**src/rtl/genius_pkg.sv**
```systemverilog
// Shared definitions for the Genius game: state encoding, LFSR polynomial
// and colour helpers. Also used by the HEX display decoder.
package genius_pkg;

    // State encoding is visible on o_state, so values are fixed
    typedef enum logic [2:0] {
        ST_IDLE     = 3'd0,
        ST_LOAD     = 3'd1,
        ST_SHOW_ON  = 3'd2,
        ST_SHOW_OFF = 3'd3,
        ST_WAIT_KEY = 3'd4,
        ST_NEXT_LVL = 3'd5,
        ST_WIN      = 3'd6,
        ST_LOSE     = 3'd7
    } state_t;

    localparam int LFSR_W  = 16;
    localparam int TIMER_W = 28;
    localparam int LEVEL_W = 5;

    // x^16 + x^14 + x^13 + x^11 + 1, right-shifting Fibonacci form:
    // polynomial terms 16,14,13,11 land on register bits 0,2,3,5
    localparam logic [LFSR_W-1:0] LFSR_TAPS = 16'h002D;
    localparam logic [LFSR_W-1:0] LFSR_INIT = 16'h0001;

    // One LFSR step: new MSB is the parity of the tapped bits
    function automatic logic [LFSR_W-1:0] lfsr_next(input logic [LFSR_W-1:0] v);
        return {^(v & LFSR_TAPS), v[LFSR_W-1:1]};
    endfunction

    // Colour index to LED one-hot
    function automatic logic [3:0] colour_onehot(input logic [1:0] c);
        return 4'b0001 << c;
    endfunction

endpackage

```
**src/rtl/genius_lfsr16.sv**
```systemverilog
// 16-bit Fibonacci LFSR with synchronous load (priority) and step enable.
module genius_lfsr16
    import genius_pkg::*;
(
    input  logic              clk,
    input  logic              rst_n,
    input  logic              load,
    input  logic              step,
    input  logic [LFSR_W-1:0] seed,
    output logic [LFSR_W-1:0] value
);

    // Shift register: reload from seed, otherwise advance when stepping
    always_ff @(posedge clk or negedge rst_n) begin
        if (!rst_n) begin
            value <= LFSR_INIT;
        end else if (load) begin
            value <= seed;
        end else if (step) begin
            value <= lfsr_next(value);
        end
    end

endmodule

```
**src/rtl/genius_game_ctrl.sv**
```systemverilog
// Genius (Simon) game sequencer: plays a growing pseudo-random colour
// sequence on the LEDs, checks the player's key pulses and tracks win/lose.
// The sequence is regenerated from a stored seed on every replay.
module genius_game_ctrl
    import genius_pkg::*;
#(
    parameter int MAX_LEVEL     = 16,
    parameter int SHOW_TICKS    = 25_000_000,
    parameter int GAP_TICKS     = 12_500_000,
    parameter int TIMEOUT_TICKS = 150_000_000
) (
    input  logic       CLOCK_50,
    input  logic       RESET_N,
    input  logic       i_start,
    input  logic [3:0] i_key,
    output logic [3:0] o_led,
    output logic [4:0] o_level,
    output logic [2:0] o_state,
    output logic       o_busy,
    output logic       o_win,
    output logic       o_lose
);

    localparam logic [TIMER_W-1:0] SHOW_RLD    = TIMER_W'(SHOW_TICKS - 1);
    localparam logic [TIMER_W-1:0] GAP_RLD     = TIMER_W'(GAP_TICKS - 1);
    localparam logic [TIMER_W-1:0] TIMEOUT_RLD = TIMER_W'(TIMEOUT_TICKS - 1);
    localparam logic [TIMER_W-1:0] TIMER_ONE   = TIMER_W'(1);
    localparam logic [LEVEL_W-1:0] LEVEL_ONE   = LEVEL_W'(1);
    localparam logic [LEVEL_W-1:0] LEVEL_TOP   = LEVEL_W'(MAX_LEVEL);

    state_t              state_q;
    state_t              state_d;
    logic [LEVEL_W-1:0]  level_q;
    logic [LEVEL_W-1:0]  level_d;
    logic [LEVEL_W-1:0]  idx_q;
    logic [LEVEL_W-1:0]  idx_d;
    logic [TIMER_W-1:0]  timer_q;
    logic [TIMER_W-1:0]  timer_d;
    logic [LFSR_W-1:0]   seed_q;
    logic [LFSR_W-1:0]   seed_d;
    logic [3:0]          led_q;
    logic [3:0]          led_d;
    logic                busy_q;
    logic                busy_d;
    logic                win_q;
    logic                win_d;
    logic                lose_q;
    logic                lose_d;

    logic [LFSR_W-1:0]   free_val;
    logic [LFSR_W-1:0]   play_val;
    logic [LFSR_W-1:0]   play_nxt;
    logic                play_load;
    logic                play_step;
    logic [1:0]          play_col;
    logic [1:0]          nxt_col;
    logic [3:0]          want_key;
    logic                last_step;
    logic                timer_zero;
    logic                key_any;
    logic                key_match;

    // Free-running generator: its value at start time becomes the game seed
    genius_lfsr16 u_free_lfsr (
        .clk   (CLOCK_50),
        .rst_n (RESET_N),
        .load  (1'b0),
        .step  (1'b1),
        .seed  ('0),
        .value (free_val)
    );

    // Playback/check generator: reloaded from the seed for each pass
    genius_lfsr16 u_play_lfsr (
        .clk   (CLOCK_50),
        .rst_n (RESET_N),
        .load  (play_load),
        .step  (play_step),
        .seed  (seed_q),
        .value (play_val)
    );

    assign play_nxt   = lfsr_next(play_val);
    assign play_col   = play_val[1:0];
    assign nxt_col    = play_nxt[1:0];
    assign want_key   = colour_onehot(play_col);
    // level is at least 1 whenever this is consulted, so level-1 never wraps
    assign last_step  = (idx_q == (level_q - LEVEL_ONE));
    assign timer_zero = (timer_q == '0);
    assign key_any    = (i_key != 4'b0000);
    assign key_match  = (i_key == want_key);

    // Next-state, counter and LED decisions for every state
    always_comb begin
        state_d   = state_q;
        level_d   = level_q;
        idx_d     = idx_q;
        timer_d   = timer_q;
        seed_d    = seed_q;
        led_d     = 4'b0000;
        play_load = 1'b0;
        play_step = 1'b0;

        case (state_q)
            ST_IDLE, ST_WIN, ST_LOSE: begin
                if (state_q == ST_WIN) begin
                    led_d = 4'hF;
                end
                if (i_start) begin
                    // A zero seed would lock the LFSR, so substitute the init value
                    seed_d  = (free_val == '0) ? LFSR_INIT : free_val;
                    level_d = LEVEL_ONE;
                    idx_d   = '0;
                    led_d   = 4'b0000;
                    state_d = ST_LOAD;
                end
            end

            ST_LOAD: begin
                play_load = 1'b1;
                idx_d     = '0;
                timer_d   = SHOW_RLD;
                // Play LFSR takes the seed on this edge, so show the seed's colour
                led_d     = colour_onehot(seed_q[1:0]);
                state_d   = ST_SHOW_ON;
            end

            ST_SHOW_ON: begin
                if (timer_zero) begin
                    timer_d = GAP_RLD;
                    state_d = ST_SHOW_OFF;
                end else begin
                    timer_d = timer_q - TIMER_ONE;
                    led_d   = colour_onehot(play_col);
                end
            end

            ST_SHOW_OFF: begin
                if (timer_zero) begin
                    if (last_step) begin
                        // Rewind the sequence so the player's keys are checked from colour 0
                        play_load = 1'b1;
                        idx_d     = '0;
                        timer_d   = TIMEOUT_RLD;
                        state_d   = ST_WAIT_KEY;
                    end else begin
                        play_step = 1'b1;
                        idx_d     = idx_q + LEVEL_ONE;
                        timer_d   = SHOW_RLD;
                        led_d     = colour_onehot(nxt_col);
                        state_d   = ST_SHOW_ON;
                    end
                end else begin
                    timer_d = timer_q - TIMER_ONE;
                end
            end

            ST_WAIT_KEY: begin
                // A key press wins over a simultaneous timeout
                if (key_any) begin
                    if (key_match) begin
                        led_d   = i_key;
                        timer_d = TIMEOUT_RLD;
                        if (last_step) begin
                            state_d = ST_NEXT_LVL;
                        end else begin
                            idx_d     = idx_q + LEVEL_ONE;
                            play_step = 1'b1;
                        end
                    end else begin
                        state_d = ST_LOSE;
                    end
                end else if (timer_zero) begin
                    state_d = ST_LOSE;
                end else begin
                    timer_d = timer_q - TIMER_ONE;
                end
            end

            ST_NEXT_LVL: begin
                if (level_q == LEVEL_TOP) begin
                    led_d   = 4'hF;
                    state_d = ST_WIN;
                end else begin
                    level_d = level_q + LEVEL_ONE;
                    state_d = ST_LOAD;
                end
            end

            default: begin
                state_d = ST_IDLE;
            end
        endcase
    end

    // Status flags follow the state being entered so they line up with o_state
    always_comb begin
        busy_d = 1'b0;
        win_d  = 1'b0;
        lose_d = 1'b0;
        busy_d = (state_d inside {ST_LOAD, ST_SHOW_ON, ST_SHOW_OFF, ST_WAIT_KEY, ST_NEXT_LVL});
        win_d  = (state_d == ST_WIN);
        lose_d = (state_d == ST_LOSE);
    end

    // State register
    always_ff @(posedge CLOCK_50 or negedge RESET_N) begin
        if (!RESET_N) begin
            state_q <= ST_IDLE;
        end else begin
            state_q <= state_d;
        end
    end

    // Game counters, seed and registered outputs
    always_ff @(posedge CLOCK_50 or negedge RESET_N) begin
        if (!RESET_N) begin
            level_q <= '0;
            idx_q   <= '0;
            timer_q <= '0;
            seed_q  <= LFSR_INIT;
            led_q   <= 4'b0000;
            busy_q  <= 1'b0;
            win_q   <= 1'b0;
            lose_q  <= 1'b0;
        end else begin
            level_q <= level_d;
            idx_q   <= idx_d;
            timer_q <= timer_d;
            seed_q  <= seed_d;
            led_q   <= led_d;
            busy_q  <= busy_d;
            win_q   <= win_d;
            lose_q  <= lose_d;
        end
    end

    assign o_led   = led_q;
    assign o_level = level_q;
    assign o_state = state_q;
    assign o_busy  = busy_q;
    assign o_win   = win_q;
    assign o_lose  = lose_q;

endmodule

```
**config.mk**
```make
export PLATFORM = sky130hd
export DESIGN_NAME = genius_game_ctrl
export DESIGN_NICKNAME = d
export VERILOG_FILES = /design/src/rtl/genius_pkg.sv /design/src/rtl/genius_lfsr16.sv /design/src/rtl/genius_game_ctrl.sv
export SDC_FILE = /design/constraint.sdc
export NUM_CORES = 1
export LEC_CHECK = 0
export CAP_MARGIN = 20
export CORE_MARGIN = 5
export CORE_UTILIZATION = 55
export DETAILED_ROUTE_END_ITERATION = 16
export GPL_ROUTABILITY_DRIVEN = 1
export PLACE_DENSITY = 0.76
export SETUP_SLACK_MARGIN = 0.4
export SLEW_MARGIN = 20
export SYNTH_ARGS = -nofsm -noshare
export SYNTH_HDL_FRONTEND = slang
export SYNTH_SLANG_ARGS = --single-unit
```
**constraint.sdc**
```tcl
create_clock -name CLOCK_50 -period 2.5 [get_ports CLOCK_50]
set_clock_uncertainty 0.05 [all_clocks]
set_input_delay 0.375 -clock CLOCK_50 [delete_from_list [all_inputs] [get_ports CLOCK_50]]
set_output_delay 0.375 -clock CLOCK_50 [all_outputs]
set_load 0.005 [all_outputs]
```
==> summary.txt <==
Status
  • Status: complete, but fails checks
  • Violated checks: negative setup slack

CTS
  • Root buffer cell: sky130_fd_sc_hd__clkbuf_8
  • Latest clock arrival within the worst-skew pair: between 300 and 400 ps
  • Clock sinks: 96
  • CTS tree: built
  • CTS H-tree depth: 3
  • Clock buffers created by TritonCTS: 9
  • Clock transition at path regs: between 100 and 150 ps
  • Buffers from clock root to sink, at most: 2

Logic synthesis
  • Largest cells by area after synthesis: sky130_fd_sc_hd__dfrtp_1, sky130_fd_sc_hd__nand2_1, sky130_fd_sc_hd__a21oi_1, sky130_fd_sc_hd__nor2_1, sky130_fd_sc_hd__mux2i_1
  • Syn_nets: 587
  • Area share of the largest cell type after synthesis: between 40% and 50%
  • Synthesized area per cell: around 8.9 µm²
  • Netlist cell types: 66
  • Most frequent cell after synthesis: sky130_fd_sc_hd__dfrtp_1
  • Mapped cell area: slightly above 5000 µm²
  • Number of instances in the synthesized netlist: approximately 570
  • Share of synthesized area occupied by flip-flops and latches: roughly 47%
  • Number of synthesized register bits: 96
  • Yosys warns: 0
  • Leading area contributor after synthesis: sky130_fd_sc_hd__dfrtp_1
  • Count of flip-flops with a built-in enable after synthesis: 0
  • Most used standard cells in the synthesized netlist: sky130_fd_sc_hd__dfrtp_1, sky130_fd_sc_hd__nand2_1, sky130_fd_sc_hd__nor2_1
  • Synth async-reset ratio: 100.0%
  • Synth Flop Type: sky130_fd_sc_hd__dfrtp_1

Finish
  • Area used by multi-input combinational logic: roughly 3000 µm²
  • Final antenna diode count: 0
  • Count of nets after finishing: roughly 700
  • Fraction of final layout cells sized beyond drive strength 1: roughly 33%
  • Sequential standard cell area: between 2000 and 2500 µm²
  • Area overhead of the layout relative to synthesis: 38.59%
  • Post-layout util: 77.62%
  • Fillers: between 500 and 600
  • Non-filler instance count after layout: between 800 and 900

Worst setup path
  • Crit-path max FO: 7
  • Crit Path Category: reg -> reg
  • CP Data Arrival Time: roughly 2800 ps
  • Type of origin of the critical path: register
  • CP Data Required Time: 2730 ps
  • Kind of end point of the critical path: register

Pwr
  • Max IR drop VDD: around 0.67 mV
  • Static leakage: 0.003187 µW
  • P per Cell Area: slightly below 1000 nW/µm²
  • Overall power after layout: approximately 7000 µW

STA
  • Tightest slew margin relative to the limit: between 40 and 50%
  • Final count of negative-setup-slack endpoints: 1
  • Final setup slack of the worst path: -104.4 ps
  • Min cycle time layout: about 2600 ps
  • Setup repair after global routing missed its margin: yes
  • Share of the clock period used by the worst path after layout: 104.2%
  • Hold Vio Cnt, Final: 0
  • Count of final max-slew check failures: 0
  • Slew at the pin with the worst max-slew slack: approximately 900 ps
  • Post-route worst hold slack: 362.5 ps
  • F_max: 384.0 MHz

Routing
  • Number of design rule violations left after detail routing: 0
  • DR vias: roughly 5200
  • Met2 wire len: approximately 7800 µm
  • Residual antenna-violating net count after detailed routing: 0
  • First-pass iteration count of the detailed router: 5
  • Routed length per placed instance: 20.66 µm
  • Detailed-routed wire length on met3: 1567 µm
  • Average vias per placed instance: about 6.5
  • Aggregate routed wire length: about 17000 µm
  • Routed length on met1: between 6000 and 7000 µm
  • Uppermost metal layer occupied by signal nets: met4
  • Drt first-iter violations: roughly 490

Placement
  • Final weighted congestion in routability-driven placement: roughly 0.95
  • Final HPWL DP: 9610 µm
  • Number of placed instances, taps included: approximately 740
  • Buffers added on ports: 21

Global route
  • Remaining global-route overflow: 0
  • Number of antenna violations at the first check in global routing: 0
  • Maximum number of pins on one net before global-route repair: 53
  • First-pass GRT wire length: 23940 µm
  • Vias in the first global route: ~4800
  • Total global-route track usage: approximately a quarter

Floorplanning
  • Chip Width: between 100 and 150 µm
  • Standard-cell row count: 35
  • Boundary pin count: 22
  • Die Footprint: about 11000 µm²
  • Initial Utilization: between 50 and 60%
  • Area of the core: between 9000 and 10000 µm²
  • Chip height: about 110 µm

Job
  • Number of violations of the max-capacitance limit: 0

Worst hold path
  • Worst min-delay path class: reg -> reg
[through the flow]
step	setup TNS [ps]	area, µm²	setup slack [ps]
3_3_place_gp	-56.73	5936	-31.13
2_1_floorplan	0	5270	182.4
4_1_cts	0	6721	64.25
5_1_grt	-498.2	7104	-302.0
3_5_place_dp	-660.9	5936	-149.4
6_report	-104.4	7104	-104.4
[area by class of cell]
class	instances	area share [%]
multi-input combinational	437	42.41
timing repair buffer	133	17.86
sequential	96	33.99
clock buffer	9	1.744
inverter	17	0.8982
tap	111	1.955
clock inverter	7	1.145
[final timing paths]
kind | startpoint | to | slack (ps) | cells after the start
max | timer_q[2] | timer_q[13] | -100 | 7
min | u_free_lfsr.value[15] | u_free_lfsr.value[14] | 360 | 0
max reg2reg | timer_q[2] | timer_q[13] | -100 | 7
min reg2reg | u_free_lfsr.value[15] | u_free_lfsr.value[14] | 360 | 0
max in group asynchronous | RESET_N | u_play_lfsr.value[0] | 1200 | 3
min in group asynchronous | RESET_N | seed_q[10] | 460 | 2
[registers in the layout, indices dropped and copies added (netlist names), 3 cells and up]
name / cells
u_play_lfsr.value: 16
seed_q: 16
u_free_lfsr.value: 16
o_led: 4
o_level: 5
timer_q: 28
idx_q: 5
o_state: 3
[kinds of logic after synthesis]
family                     Yosys count  synth area share, %
DFF                                 96                46.94
muxes                               17                3.515
xor gates and xnor gates            18                3.075
AOI/OAI and AO/OA                  146                17.38
adders and majority gates            6                1.464
buffers and inverters               41                3.515
and+or+nand+nor                    250                24.12
[layer usage]
metal  track usage (%)  up-vias
li1                  -     2281
met1             35.73     2544
met2             41.76      322
met3             5.889       98
met4             8.584        0
met5                 0        -
[critical path: stages (launching register included)]
cell	delay [ps]
sky130_fd_sc_hd__dfrtp_1	500
sky130_fd_sc_hd__nor4_1	580
sky130_fd_sc_hd__buf_4	220
sky130_fd_sc_hd__nand2_1	100
sky130_fd_sc_hd__nor4b_1	610
sky130_fd_sc_hd__nand2_1	200
sky130_fd_sc_hd__a21oi_2	190
sky130_fd_sc_hd__a211oi_2	50
[report_power, final]
| group | leakage [µW] | internal (µW) | switching [µW] | total, µW |
|---|---|---|---|---|
| clock network | 0.000104 | 402 | 678 | 1080 |
| logic | 0.00186 | 1780 | 1890 | 3670 |
| registers | 0.00122 | 1870 | 397 | 2270 |
[repair_timing]
item | CTS | global route
hold buffers | 1 | 0
hold endpoints to repair | 43 | 0
gates cloned | 2 | 2
pin swaps | 32 | 31
setup endpoints to repair | 60 | 62
setup buffers | 30 | 18
resized for setup | 72 | 48
[layout by cell type, fill, tap and decap left out, types with 9 or more instances in the layout]
cell,instances
sky130_fd_sc_hd__o21ai_0,12
sky130_fd_sc_hd__o21ai_1,18
sky130_fd_sc_hd__nor2_1,56
sky130_fd_sc_hd__clkdlybuf4s50_1,20
sky130_fd_sc_hd__xnor2_1,10
sky130_fd_sc_hd__dfrtp_1,86
sky130_fd_sc_hd__nor3_1,11
sky130_fd_sc_hd__mux2i_1,14
sky130_fd_sc_hd__nand4_1,9
sky130_fd_sc_hd__buf_4,84
sky130_fd_sc_hd__clkbuf_8,9
sky130_fd_sc_hd__nand2_1,84
sky130_fd_sc_hd__buf_6,18
sky130_fd_sc_hd__a21oi_2,17
sky130_fd_sc_hd__inv_1,13
sky130_fd_sc_hd__a21oi_1,36
No activity file was read; power rests on OpenSTA's default activity.
